`config.mk`:
```
export PLATFORM = sky130hd
export DESIGN_NAME = bf_f_engine
export DESIGN_NICKNAME = d
export VERILOG_FILES = /design/src/rtl/bf_f_engine.sv
export SDC_FILE = /design/constraint.sdc
export NUM_CORES = 1
export LEC_CHECK = 0
export ABC_AREA = 1
export CORE_MARGIN = 2
export CORE_UTILIZATION = 49
export DETAILED_ROUTE_END_ITERATION = 10
export GPL_ROUTABILITY_DRIVEN = 0
export PLACE_DENSITY = 0.78
export RECOVER_POWER = 50
export SYNTH_ARGS = -nofsm -noshare
export SYNTH_HDL_FRONTEND = slang
export SYNTH_SLANG_ARGS = --single-unit
```
`constraint.sdc`:
```
create_clock -name wb_clk_i -period 2.04 [get_ports wb_clk_i]
set_clock_uncertainty 0.15 [all_clocks]
set_input_delay 0.306 -clock wb_clk_i [delete_from_list [all_inputs] [get_ports wb_clk_i]]
set_output_delay 0.306 -clock wb_clk_i [all_outputs]
set_load 0.01 [all_outputs]
```
`src/rtl/bf_f_engine.sv`:
```
// Blowfish F-function sequencer: F(x) = ((S1[a] + S2[b]) ^ S3[c]) + S4[d], one shared
// S-box lookup port stepped through S1..S4; LOOKUP_LAT selects 0- or 1-cycle S-box reads.
//
//  state | meaning
//  IDLE  | waiting for in_valid; in_ready high
//  Wn    | S-box n index presented, waiting for registered read data (LOOKUP_LAT = 1)
//  Ln    | S-box n data valid on sbox_data; fold into accumulator
//  DONE  | f_out valid; waiting for out_ready
module bf_f_engine #(
    parameter int LOOKUP_LAT = 0
) (
    input  logic        wb_clk_i,
    input  logic        wb_rst_i,
    input  logic        in_valid,
    output logic        in_ready,
    input  logic [31:0] xl,
    output logic [1:0]  sbox_sel,
    output logic [7:0]  sbox_idx,
    input  logic [31:0] sbox_data,
    output logic        out_valid,
    input  logic        out_ready,
    output logic [31:0] f_out,
    output logic        busy
);

    typedef enum logic [3:0] {
        IDLE = 4'd0,
        W1   = 4'd1,
        L1   = 4'd2,
        W2   = 4'd3,
        L2   = 4'd4,
        W3   = 4'd5,
        L3   = 4'd6,
        W4   = 4'd7,
        L4   = 4'd8,
        DONE = 4'd9
    } state_t;

    localparam bit HAS_WAIT = (LOOKUP_LAT == 1);

    state_t      state_q, state_d;
    logic [31:0] xr_q, xr_d;
    logic [31:0] acc_q, acc_d;
    logic [31:0] f_q, f_d;
    logic        ov_q, ov_d;
    logic [1:0]  sel_q, sel_d;
    logic [7:0]  idx_q, idx_d;

    always_ff @(posedge wb_clk_i) begin
        if (wb_rst_i) begin
            state_q <= IDLE;
            xr_q    <= 32'd0;
            acc_q   <= 32'd0;
            f_q     <= 32'd0;
            ov_q    <= 1'b0;
            sel_q   <= 2'd0;
            idx_q   <= 8'd0;
        end else begin
            state_q <= state_d;
            xr_q    <= xr_d;
            acc_q   <= acc_d;
            f_q     <= f_d;
            ov_q    <= ov_d;
            sel_q   <= sel_d;
            idx_q   <= idx_d;
        end
    end

    // Index/select for the next lookup are registered on the edge that enters Wn/Ln,
    // so they are stable for the whole wait+lookup window.
    always_comb begin
        state_d = state_q;
        xr_d    = xr_q;
        acc_d   = acc_q;
        f_d     = f_q;
        ov_d    = ov_q;
        sel_d   = sel_q;
        idx_d   = idx_q;
        case (state_q)
            IDLE: begin
                if (in_valid) begin
                    xr_d    = xl;
                    sel_d   = 2'd0;
                    idx_d   = xl[31:24];
                    state_d = HAS_WAIT ? W1 : L1;
                end
            end
            W1: state_d = L1;
            L1: begin
                acc_d   = sbox_data;
                sel_d   = 2'd1;
                idx_d   = xr_q[23:16];
                state_d = HAS_WAIT ? W2 : L2;
            end
            W2: state_d = L2;
            L2: begin
                acc_d   = acc_q + sbox_data;
                sel_d   = 2'd2;
                idx_d   = xr_q[15:8];
                state_d = HAS_WAIT ? W3 : L3;
            end
            W3: state_d = L3;
            L3: begin
                acc_d   = acc_q ^ sbox_data;
                sel_d   = 2'd3;
                idx_d   = xr_q[7:0];
                state_d = HAS_WAIT ? W4 : L4;
            end
            W4: state_d = L4;
            L4: begin
                f_d     = acc_q + sbox_data;
                ov_d    = 1'b1;
                state_d = DONE;
            end
            DONE: begin
                if (out_ready) begin
                    ov_d    = 1'b0;
                    state_d = IDLE;
                end
            end
            default: state_d = IDLE;
        endcase
    end

    assign in_ready  = (state_q == IDLE);
    assign busy      = (state_q != IDLE);
    assign out_valid = ov_q;
    assign f_out     = f_q;
    assign sbox_sel  = sel_q;
    assign sbox_idx  = idx_q;

endmodule

```
==> results of run 1 <==
metrics by stage:
stage	setup TNS (ns)	cell area [µm²]	cells	util, %	power, µW
after floorplan	0	6630	1072	-	4400
after global placement	-24.10	8480	1401	64.0	5700
after detailed placement	-26.42	8480	1401	64.0	5750
after CTS	0	9030	1417	68.2	7620
after global routing	-0.729	9450	1419	71.3	8440
final	0	9450	1419	71.3	7980
power groups by stage:
stage	clock [µW]	sequential, µW	combinational, µW
after floorplan	0	2450	1950
after global placement	0	2450	3250
after detailed placement	0	2450	3300
after CTS	1680	2440	3500
after global routing	1750	2500	4190
final	1670	2480	3840
area by class of cell:
class                      count  share of cell area (%)
clock buffer                  10                    2.53
clock inverter                 4                   0.358
inverter                     185                    7.35
multi-input combinational    745                    45.7
sequential                   103                    22.0
tap                          176                    2.33
timing repair buffer         196                    19.8
cell families (layout without fill, tap and decap cells):
logic type                 Yosys count  count (layout)  synth area share (%)
and+or+nand+nor                    465             465                  27.8
AOI/OAI and AO/OA                  232             232                  19.5
buffers and inverters              224             395                  13.3
DFF                                103             103                  31.1
adders and majority gates           32              32                  6.15
xor gates and xnor gates            16              16                  2.11
worst min-delay path, stage by stage:
cell and delay (ns):
dlymetal6s2s_1 0.16, a211oi_1 0.09, nor2_1 0.08
final timing paths:
path | startpoint | endpoint | slack, ns | cells past startpoint
min reg2reg | xr_q[4] | xr_q[4] | 0.30 | 2
max | acc_q[0] | acc_q[10] | 0.02 | 12
max reg2reg | acc_q[0] | acc_q[10] | 0.02 | 12
min | sbox_data[2] | acc_q[2] | 0.17 | 3
per-layer routing:
metal | vias to the layer above | GRT usage [%] | share of wire [%]
met2 | 410 | 48.8 | 46
li1 | 3747 | - | -
met4 | 0 | 12.0 | 3.4
met3 | 76 | 7.97 | 10
met5 | - | 0 | 0
met1 | 3485 | 36.6 | 40
registers in the layout (all words and copies together), names as in the netlist:
name,cells
sbox_idx,8
state_q,4
acc_q,32
xr_q,24
sbox_sel,2
out_valid,1
f_out,32
placed cells by master (no fill, tap or decap), types with 4 or more instances in the layout:
cell type        netlist  final
a21o_1                 5      5
a21oi_1               92     81
a21oi_2                0     11
a221oi_1              25     25
a31oi_1                7      7
buf_12                 0      6
buf_4                  2     75
clkbuf_16              0      9
clkdlybuf4s50_1        0     45
dfxtp_1              103     91
dfxtp_2                0     12
dlygate4sd2_1          0      6
dlygate4sd3_1          0     38
dlymetal6s2s_1         0     23
ha_4                   0     28
inv_1                180    177
inv_2                  5      7
nand2_1              306    268
nand2_2                2     38
nand3_1               49     42
nand3_2                0      4
nor2_1                95     79
nor2_2                 3     19
o21ai_0               89     87
o21ai_1                3      5
o22ai_1                7      7
xor2_1                15     12
repair_timing:
action / CTS / global route
setup endpoints to repair: 45 / 51
pin swaps: 8 / 20
gates resized for setup: 46 / 112
buffers inserted: 2 / 2
hold buffers: 0 / 0
gates cloned: 0 / 0
==> results_dict.tcl, run 1 <==
set metrics [dict create \
    worst-path-buf-inv 3 \
    rows 42 \
    yosysUniqueCellTypes 34 \
    max-clock-path-buffers 2 \
    crit_type "reg2reg" \
    sw_frac_of_total_pct 39.9 \
    crit_required_ns 2.17 \
    endpoint_kind "register" \
    synth_top_area_share_pct 31.1 \
    switching_power_uw 3180 \
    grt_pass1_vias 7256 \
    power.internal_uw 4800 \
    slew_headroom_pct 61.0 \
    synth.area.top_cells "dfxtp_1 31%, nand2_1 17%, inv_1 10%, a21oi_1 6.9%, o21ai_0 6.7%" \
    cts-root-buf "clkbuf_16" \
    drcViolationCount 0 \
    ctsHtreeMaxLevel 3 \
    fillers 1115 \
    max_freq_mhz 494 \
    area_growth_pct 42.4 \
    crit_slowest_cell "dfxtp_2" \
    ys_ff_latch 103 \
    hold_viol 0 \
    finalSetupViolCount 0 \
    ys_seq_area_share_pct 31.1 \
    synthMostInstantiatedCell "nand2_1" \
    wirelength_um 22100 \
    status "completed" \
    initial_core_util_pct 50.1 \
    antenna_found_initial 0 \
    firstDrtPassIters 5 \
    ant_nets 0 \
    critPathMaxStageDelay_ns 0.35 \
    power_frac_comb_pct 48.1 \
    clk_latency_ns 0.36 \
    synth_area_um2 6630 \
    io_buffers 112 \
    min_period_ns 2.02 \
    synth_edf_count 0 \
    max-vdd-ir-drop_mv 0.702 \
    slew_viol_final 0 \
    cts_tree "done" \
    power_density_nw_per_um2 845 \
    synth_common_cells "306 x nand2_1, 180 x inv_1, 103 x dfxtp_1" \
    place_hpwl_um 15000 \
    wl_per_cell_um 15.6 \
    cp_top_family "adder cells" \
    maxCapViolCount 0 \
    crit_fanout 3 \
    die_width_um 120 \
    fin_crit_sh_pct 99.2 \
    rsz0062_at_grt "yes" \
    clock_sinks 103 \
    pin_count 113 \
    async_reset_ff_share_pct 0 \
    dp_slack_ns -0.630 \
    num_antenna_cells 0 \
    grt_pass1_wl_um 34200 \
    yosys_warnings 0 \
    pwr-share-clk_pct 20.9 \
    grt_use_total_pct 29.6 \
    arrival_ns 2.15 \
    die_h_um 120 \
    whs_ns 0.168 \
    finalNetCount 1340 \
    core_area_um2 13200 \
    path_clk_slew_ns 0.07 \
    pwr-share-seq_pct 31.0 \
    viasPerCell 5.44 \
    hp-class "in2reg" \
    drive_above_1_share_pct 18.2 \
    crit_path_cell_trace "ha_4 -> inv_2 -> fa_2 -> inv_2 -> nand2_1 -> nand3_2 -> nand2_2 -> nand2_4 -> xor2_1 -> buf_4 -> nand2_1 -> a21oi_2" \
    vias 7718 \
    p_leak_uw 0.00482 \
    grt_max_degree 51 \
    synth_area_leader_cell "dfxtp_1" \
    grt-ovfl-total 0 \
    cts_buffers 9 \
    syn_inst 1072 \
    drtIter0Drc 677 \
    ys.flop_type "dfxtp_1" \
    die-area_um2 14500 \
    syn-num-nets 1172 \
    layout.area.seq_um2 2080 \
    worstSetupStartpointType "register" \
    multi_input_comb_area_um2 4310 \
    layout_setup_ws_ns 0.0163 \
    worst_pin_slew_ns 0.585 \
    avgSynthCellArea_um2 6.19 \
]
No activity file was read; power rests on OpenSTA's default activity.
==> run 2, diff against run 1 <==
--- a/config.mk
+++ b/config.mk
@@ -5,12 +5,11 @@
 export SDC_FILE = /design/constraint.sdc
 export NUM_CORES = 1
 export LEC_CHECK = 0
-export ABC_AREA = 1
 export CORE_MARGIN = 2
 export CORE_UTILIZATION = 49
 export DETAILED_ROUTE_END_ITERATION = 10
 export GPL_ROUTABILITY_DRIVEN = 0
-export PLACE_DENSITY = 0.78
+export PLACE_DENSITY = 0.77
 export RECOVER_POWER = 50
 export SYNTH_ARGS = -nofsm -noshare
 export SYNTH_HDL_FRONTEND = slang
==> run 2 against run 1 <==
Effect of this change: the flow now finishes with violations (negative setup slack); area after synthesis increased by 1.3%; synthesized cell count decreased by 18%; critical path depth decreased by 1; clock power increased by 20%; cell area increased by 12%; critical path type unchanged; largest cell class unchanged.
==> results_dict.tcl, run 2 <==
set metrics [dict create \
    synth_common_cells "121 x nand2_1, 103 x dfxtp_1, 95 x a21oi_1" \
    core_area_um2 13300 \
    grt_pass1_wl_um 37900 \
    hp-class "in2reg" \
    grt_pass1_vias 7748 \
    ys.flop_type "dfxtp_1" \
    clock_sinks 103 \
    synth_top_family_by_area "compound AO/OA/AOI/OAI gates" \
    ys_ff_latch 103 \
    hold_viol 0 \
    antenna_found_initial 0 \
    maxCapViolCount 0 \
    synth_area_um2 6720 \
    crit_type "reg2reg" \
    cts_tree "done" \
    crit_required_ns 2.16 \
    yosys_warnings 0 \
    drcViolationCount 0 \
    crit_fanout 4 \
    syn-num-nets 983 \
    violations "negative setup slack" \
    clk_latency_ns 0.36 \
    num_antenna_cells 0 \
    io_buffers 112 \
    synth.area.top_cells "dfxtp_1 31%, a21oi_1 7.1%, nand2_1 6.8%, ha_1 5.8%, nor2_1 3.9%" \
    rsz0062_at_grt "yes" \
    fin_cells 1296 \
    drtIter0Drc 820 \
    path_clk_slew_ns 0.08 \
    synthAdderAreaFrac_pct 6.07 \
    power_frac_comb_pct 57.3 \
    pin_count 113 \
    synth_edf_count 0 \
    power_density_nw_per_um2 1000 \
    grt_use_total_pct 32.4 \
    slew_headroom_pct 35.1 \
    finalNetCount 1215 \
    rows 42 \
    synthMostInstantiatedCell "nand2_1" \
    vias 8194 \
    pwr-share-seq_pct 23.8 \
    avgSynthCellArea_um2 7.61 \
    fin_util_pct 79.4 \
    syn_inst 883 \
    layout_setup_ws_ns -0.757 \
    die_width_um 121 \
    grt-ovfl-total 0 \
    synth_top_area_share_pct 30.7 \
    layout_commonest_cell "buf_4" \
    yosysUniqueCellTypes 68 \
    finalSetupViolCount 68 \
    drive_above_1_share_pct 33.9 \
    wl_per_cell_um 20.5 \
    layout.area.seq_um2 2080 \
    ys_seq_area_share_pct 30.7 \
    initial_core_util_pct 50.5 \
    firstDrtPassIters 7 \
    worst_pin_slew_ns 0.973 \
    max_freq_mhz 358 \
    grt_max_degree 48 \
    fin_crit_sh_pct 137 \
    yosys.area_share.simple_pct 22.9 \
    sw_frac_of_total_pct 39.9 \
    multi_input_comb_area_um2 5290 \
    ctsHtreeMaxLevel 3 \
    min_period_ns 2.80 \
    status "finished with violations" \
    die_h_um 121 \
    pwr-share-clk_pct 18.9 \
    synth_mux_area_share_pct 5.27 \
    final_cell_mix "158 x buf_4, 109 x nand2_1, 91 x dfxtp_1, 71 x a21oi_1, 59 x nor2_1" \
    p_leak_uw 0.00420 \
    worstSetupStartpointType "register" \
    cts-root-buf "clkbuf_16" \
    arrival_ns 2.91 \
    fillers 830 \
    slew_viol_final 0 \
    synth-compound-area-share_pct 26.9 \
    endpoint_kind "register" \
    max-vdd-ir-drop_mv 0.563 \
    yosys.area_share.xor_xnor_pct 2.87 \
    die-area_um2 14700 \
    place_inst 1261 \
    ant_nets 0 \
    viasPerCell 6.32 \
    switching_power_uw 4210 \
    power.internal_uw 6360 \
    area_growth_pct 57.0 \
    place_hpwl_um 16000 \
    synth_area_leader_cell "dfxtp_1" \
    async_reset_ff_share_pct 0 \
    wirelength_um 26500 \
    max-clock-path-buffers 2 \
    cts_buffers 9 \
]
## run 2: cell families after synthesis
kind of cell / count (synthesis)
AOI/OAI and AO/OA: 277
xor gates and xnor gates: 22
adders and majority gates: 32
buffers and inverters: 92
DFF: 103
muxes: 33
and+or+nand+nor: 324
## run 2: power by group through the flow
stage               sequential [µW]  combinational (µW)  clock (µW)
CTS                            2500                5380        1990
global route                   2540                6370        2080
floorplan                      2490                2720           0
detailed placement             2500                4710           0
global placement               2490                4600           0
finish                         2520                6050        2000
## run 2: layer usage
metal  GRT usage (%)  vias to the layer above  wire length (µm)
li1                -                     3676                 -
met1            40.4                     3845             10300
met2            53.5                      524             12600
met3            5.36                      149              2260
met4            17.2                        0              1420
met5               0                        -                 0
## run 2: path summary, 6_finish.rpt
path / startpoint / end / slack [ns] / cells after the start
setup / recovery: acc_q[0] / acc_q[24] / -0.76 / 11
hold reg to reg: f_out[12] / f_out[12] / 0.30 / 2
hold / removal: wb_rst_i / f_out[27] / 0.19 / 3
setup reg to reg: acc_q[0] / acc_q[24] / -0.76 / 11
## run 2: repair_timing
item                                    CTS  global route
endpoints found under the hold margin     0             0
hold buffers                              0             0
gates resized for setup                 136            92
endpoints found under the setup margin   64            80
buffers inserted                         19            10
pin swaps                                75            62
## run 2: metrics by stage
step / setup slack [ns] / hold WS (ns) / TNS [ns] / total power [µW] / cell area [µm²]
2_1_floorplan: -0.500 / 0.258 / -9.64 / 5210 / 6860
3_3_place_gp: -1.07 / 0.289 / -45.70 / 7100 / 9170
3_5_place_dp: -1.20 / 0.293 / -49.95 / 7210 / 9170
4_1_cts: -0.636 / 0.174 / -18.55 / 9870 / 10200
5_1_grt: -0.875 / 0.191 / -30.89 / 11000 / 10600
6_report: -0.757 / 0.192 / -26.03 / 10600 / 10600
## run 2: final cells by class
class | count | share of cell area, %
timing repair buffer | 293 | 24.2
sequential | 103 | 19.7
clock buffer | 11 | 2.39
clock inverter | 5 | 0.830
inverter | 20 | 0.711
tap | 176 | 2.09
multi-input combinational | 688 | 50.1
## run 2: worst max-delay path, cell delays in order (launching register included)
cell and delay [ns]:
dfxtp_2 0.36, ha_4 0.15, inv_2 0.04, fa_2 0.33
and2b_2 0.25, o2111ai_2 0.15, a211oi_2 0.28, buf_4 0.22
o211ai_1 0.14, a31oi_1 0.26, xnor2_1 0.11, a211oi_1 0.25
==> run 3, diff against run 2 <==
--- a/config.mk
+++ b/config.mk
@@ -6,10 +6,12 @@
 export NUM_CORES = 1
 export LEC_CHECK = 0
 export CORE_MARGIN = 2
-export CORE_UTILIZATION = 49
+export CORE_UTILIZATION = 50
+export CTS_BUF_LIST = sky130_fd_sc_hd__clkbuf_2 sky130_fd_sc_hd__clkbuf_4 sky130_fd_sc_hd__clkbuf_8
 export DETAILED_ROUTE_END_ITERATION = 10
 export GPL_ROUTABILITY_DRIVEN = 0
-export PLACE_DENSITY = 0.77
+export HOLD_SLACK_MARGIN = 0.08
+export PLACE_DENSITY = 0.79
 export RECOVER_POWER = 50
 export SYNTH_ARGS = -nofsm -noshare
 export SYNTH_HDL_FRONTEND = slang
==> run 3 against run 2 <==
Effect of this change: the run still ends with negative setup slack left; combinational power about the same; setup slack improved by 0.090 ns; first-iteration DRC count grew 35%; count of clock-buffer cells in the layout shrank 1; global-route usage up 1.0 points; register-to-register slack improved by 0.09 ns; sequential power is essentially flat; via count up 1.2%; final cell count fell by 0.62%.
==> results_dict.tcl, run 3 (synthesis gave the netlist of run 2 again) <==
set metrics [dict create \
    status "finished with violations" \
    violations "negative setup slack" \
    max-clock-path-buffers 2 \
    reg2reg_to "acc_q[8]" \
    reg2reg_from "acc_q[0]" \
    grt_pass1_wl_um 38700 \
    ctsHtreeMaxLevel 3 \
    hold_path_end "f_out[27]" \
    critPathMaxStageDelay_ns 0.37 \
    max-vdd-ir-drop_mv 0.482 \
    wl_per_cell_um 21.0 \
    cts_hold_buf 0 \
    maxCapViolCount 0 \
    slew_headroom_pct 49.9 \
    finalNetCount 1207 \
    grt_use_total_pct 33.4 \
    p_leak_uw 0.00404 \
    crit_fanout 2 \
    crit_required_ns 2.17 \
    crit_type "reg2reg" \
    max_freq_mhz 369 \
    num_antenna_cells 0 \
    slew_viol_final 0 \
    r2r_slack_ns -0.67 \
    layout_commonest_cell "buf_4" \
    rsz0062_at_grt "yes" \
    critPathMostFrequentCell "buf_4" \
    hold_depth 3 \
    core_area_um2 13200 \
    crit_path_cell_trace "ha_4 -> inv_2 -> fa_2 -> and2b_1 -> o2111ai_2 -> buf_4 -> a211oi_4 -> buf_4 -> buf_4 -> o31ai_2 -> a21oi_1 -> nor3_1" \
    cts-root-buf "clkbuf_8" \
    die-area_um2 14400 \
    viasPerCell 6.44 \
    hp-class "in2reg" \
    grt-ovfl-total 0 \
    worstHoldStart "wb_rst_i" \
    io_buffers 112 \
    worst_pin_slew_ns 0.752 \
    hold_viol 0 \
    clock_sinks 103 \
    rows 42 \
    power_uw 9970 \
    grt_pass1_vias 7756 \
    place_hpwl_um 15500 \
    worstSetupStartpointType "register" \
    layout_setup_ws_ns -0.666 \
    dp_slack_ns -1.17 \
    arrival_ns 2.83 \
    wirelength_um 27000 \
    die_h_um 120 \
    endpoint_kind "register" \
    cts_tree "done" \
    final_cell_mix "142 x buf_4, 110 x nand2_1, 92 x dfxtp_1, 71 x a21oi_1, 66 x clkdlybuf4s50_1" \
    power_density_nw_per_um2 964 \
    area_growth_pct 54.0 \
    cts_buffers 9 \
    min_period_ns 2.71 \
    drcViolationCount 0 \
    drive_above_1_share_pct 32.6 \
    drtIter0Drc 1106 \
    fin_util_pct 78.5 \
    path_clk_slew_ns 0.11 \
    r2r_cells 12 \
    finalSetupTns_ns -22.85 \
    clk_latency_ns 0.39 \
    firstDrtPassIters 6 \
    whs_ns 0.180 \
    die_width_um 120 \
    crit_slowest_cell "dfxtp_2" \
    ant_nets 0 \
    initial_core_util_pct 50.9 \
    grt_max_degree 49 \
    pin_count 113 \
    fin_crit_sh_pct 133 \
    vias 8293 \
    antenna_found_initial 0 \
    finalSetupViolCount 68 \
]
## run 3: cell types whose count changed in the layout (fill, tap and decap cells not counted), sizes merged, moves of 2 or more
cell           previous run  this run
clkdlybuf4s50            55        66
buf                     179       169
dlygate4sd3              35        25
dlygate4sd2              19        17
## run 3: report_power, final
group,total [µW],internal [µW],switching (µW)
Clock,1390,606,783
Combinational,6040,2890,3150
Sequential,2540,2300,238
Total,9970,5800,4170
## run 3: worst max-delay path by stage
stage                end  slack [ns]         start  cells after the start
3_5_place_dp   acc_q[28]       -1.17  sbox_data[0]                     12
5_1_grt         acc_q[8]       -0.74      acc_q[0]                     12
2_1_floorplan  acc_q[16]       -0.50      acc_q[0]                     10
6_report        acc_q[8]       -0.67      acc_q[0]                     12
4_1_cts        f_out[30]       -0.63      acc_q[0]                     11
3_3_place_gp   acc_q[28]       -1.05  sbox_data[0]                     12
## run 3: through the flow
step / instances / instance area [µm²]
6_report: 1288 / 10300
2_1_floorplan: 883 / 6860
3_5_place_dp: 1252 / 9100
3_3_place_gp: 1252 / 9100
4_1_cts: 1278 / 10000
5_1_grt: 1288 / 10300
## run 3: worst max-delay path: cells and delay by family (launching register included)
kind	cells	cell delay [ns]
compound gates	4	0.77
fa+ha+maj	2	0.48
buf+inv	4	0.50
flops	1	0.37
simple gates	2	0.33
## run 3: routing by layer
layer	global-route usage (%)	part of all wire (%)	up-vias
li1	-	-	3647
met1	40.8	38	3862
met2	54.0	47	614
met3	7.46	9.6	170
met4	19.3	5.9	0
met5	0	0	-
## run 3: area by class of cell
type / count / area (µm²)
repair buffers: 285 / 2520
multi-input cells: 688 / 5250
fillers: 837 / 2840
well taps: 176 / 220
clock buffers: 10 / 138
clock inverters: 6 / 67.6
flip-flops and latches: 103 / 2080
inverters: 20 / 75.1
## run 3: repair_timing
item                                    in CTS  in global routing
pin swaps                                   88                 54
hold endpoints to repair                     0                  0
buffers inserted                            13                 14
gates cloned                                 0                  0
resized for setup                          141                 72
endpoints found under the setup margin      56                 61
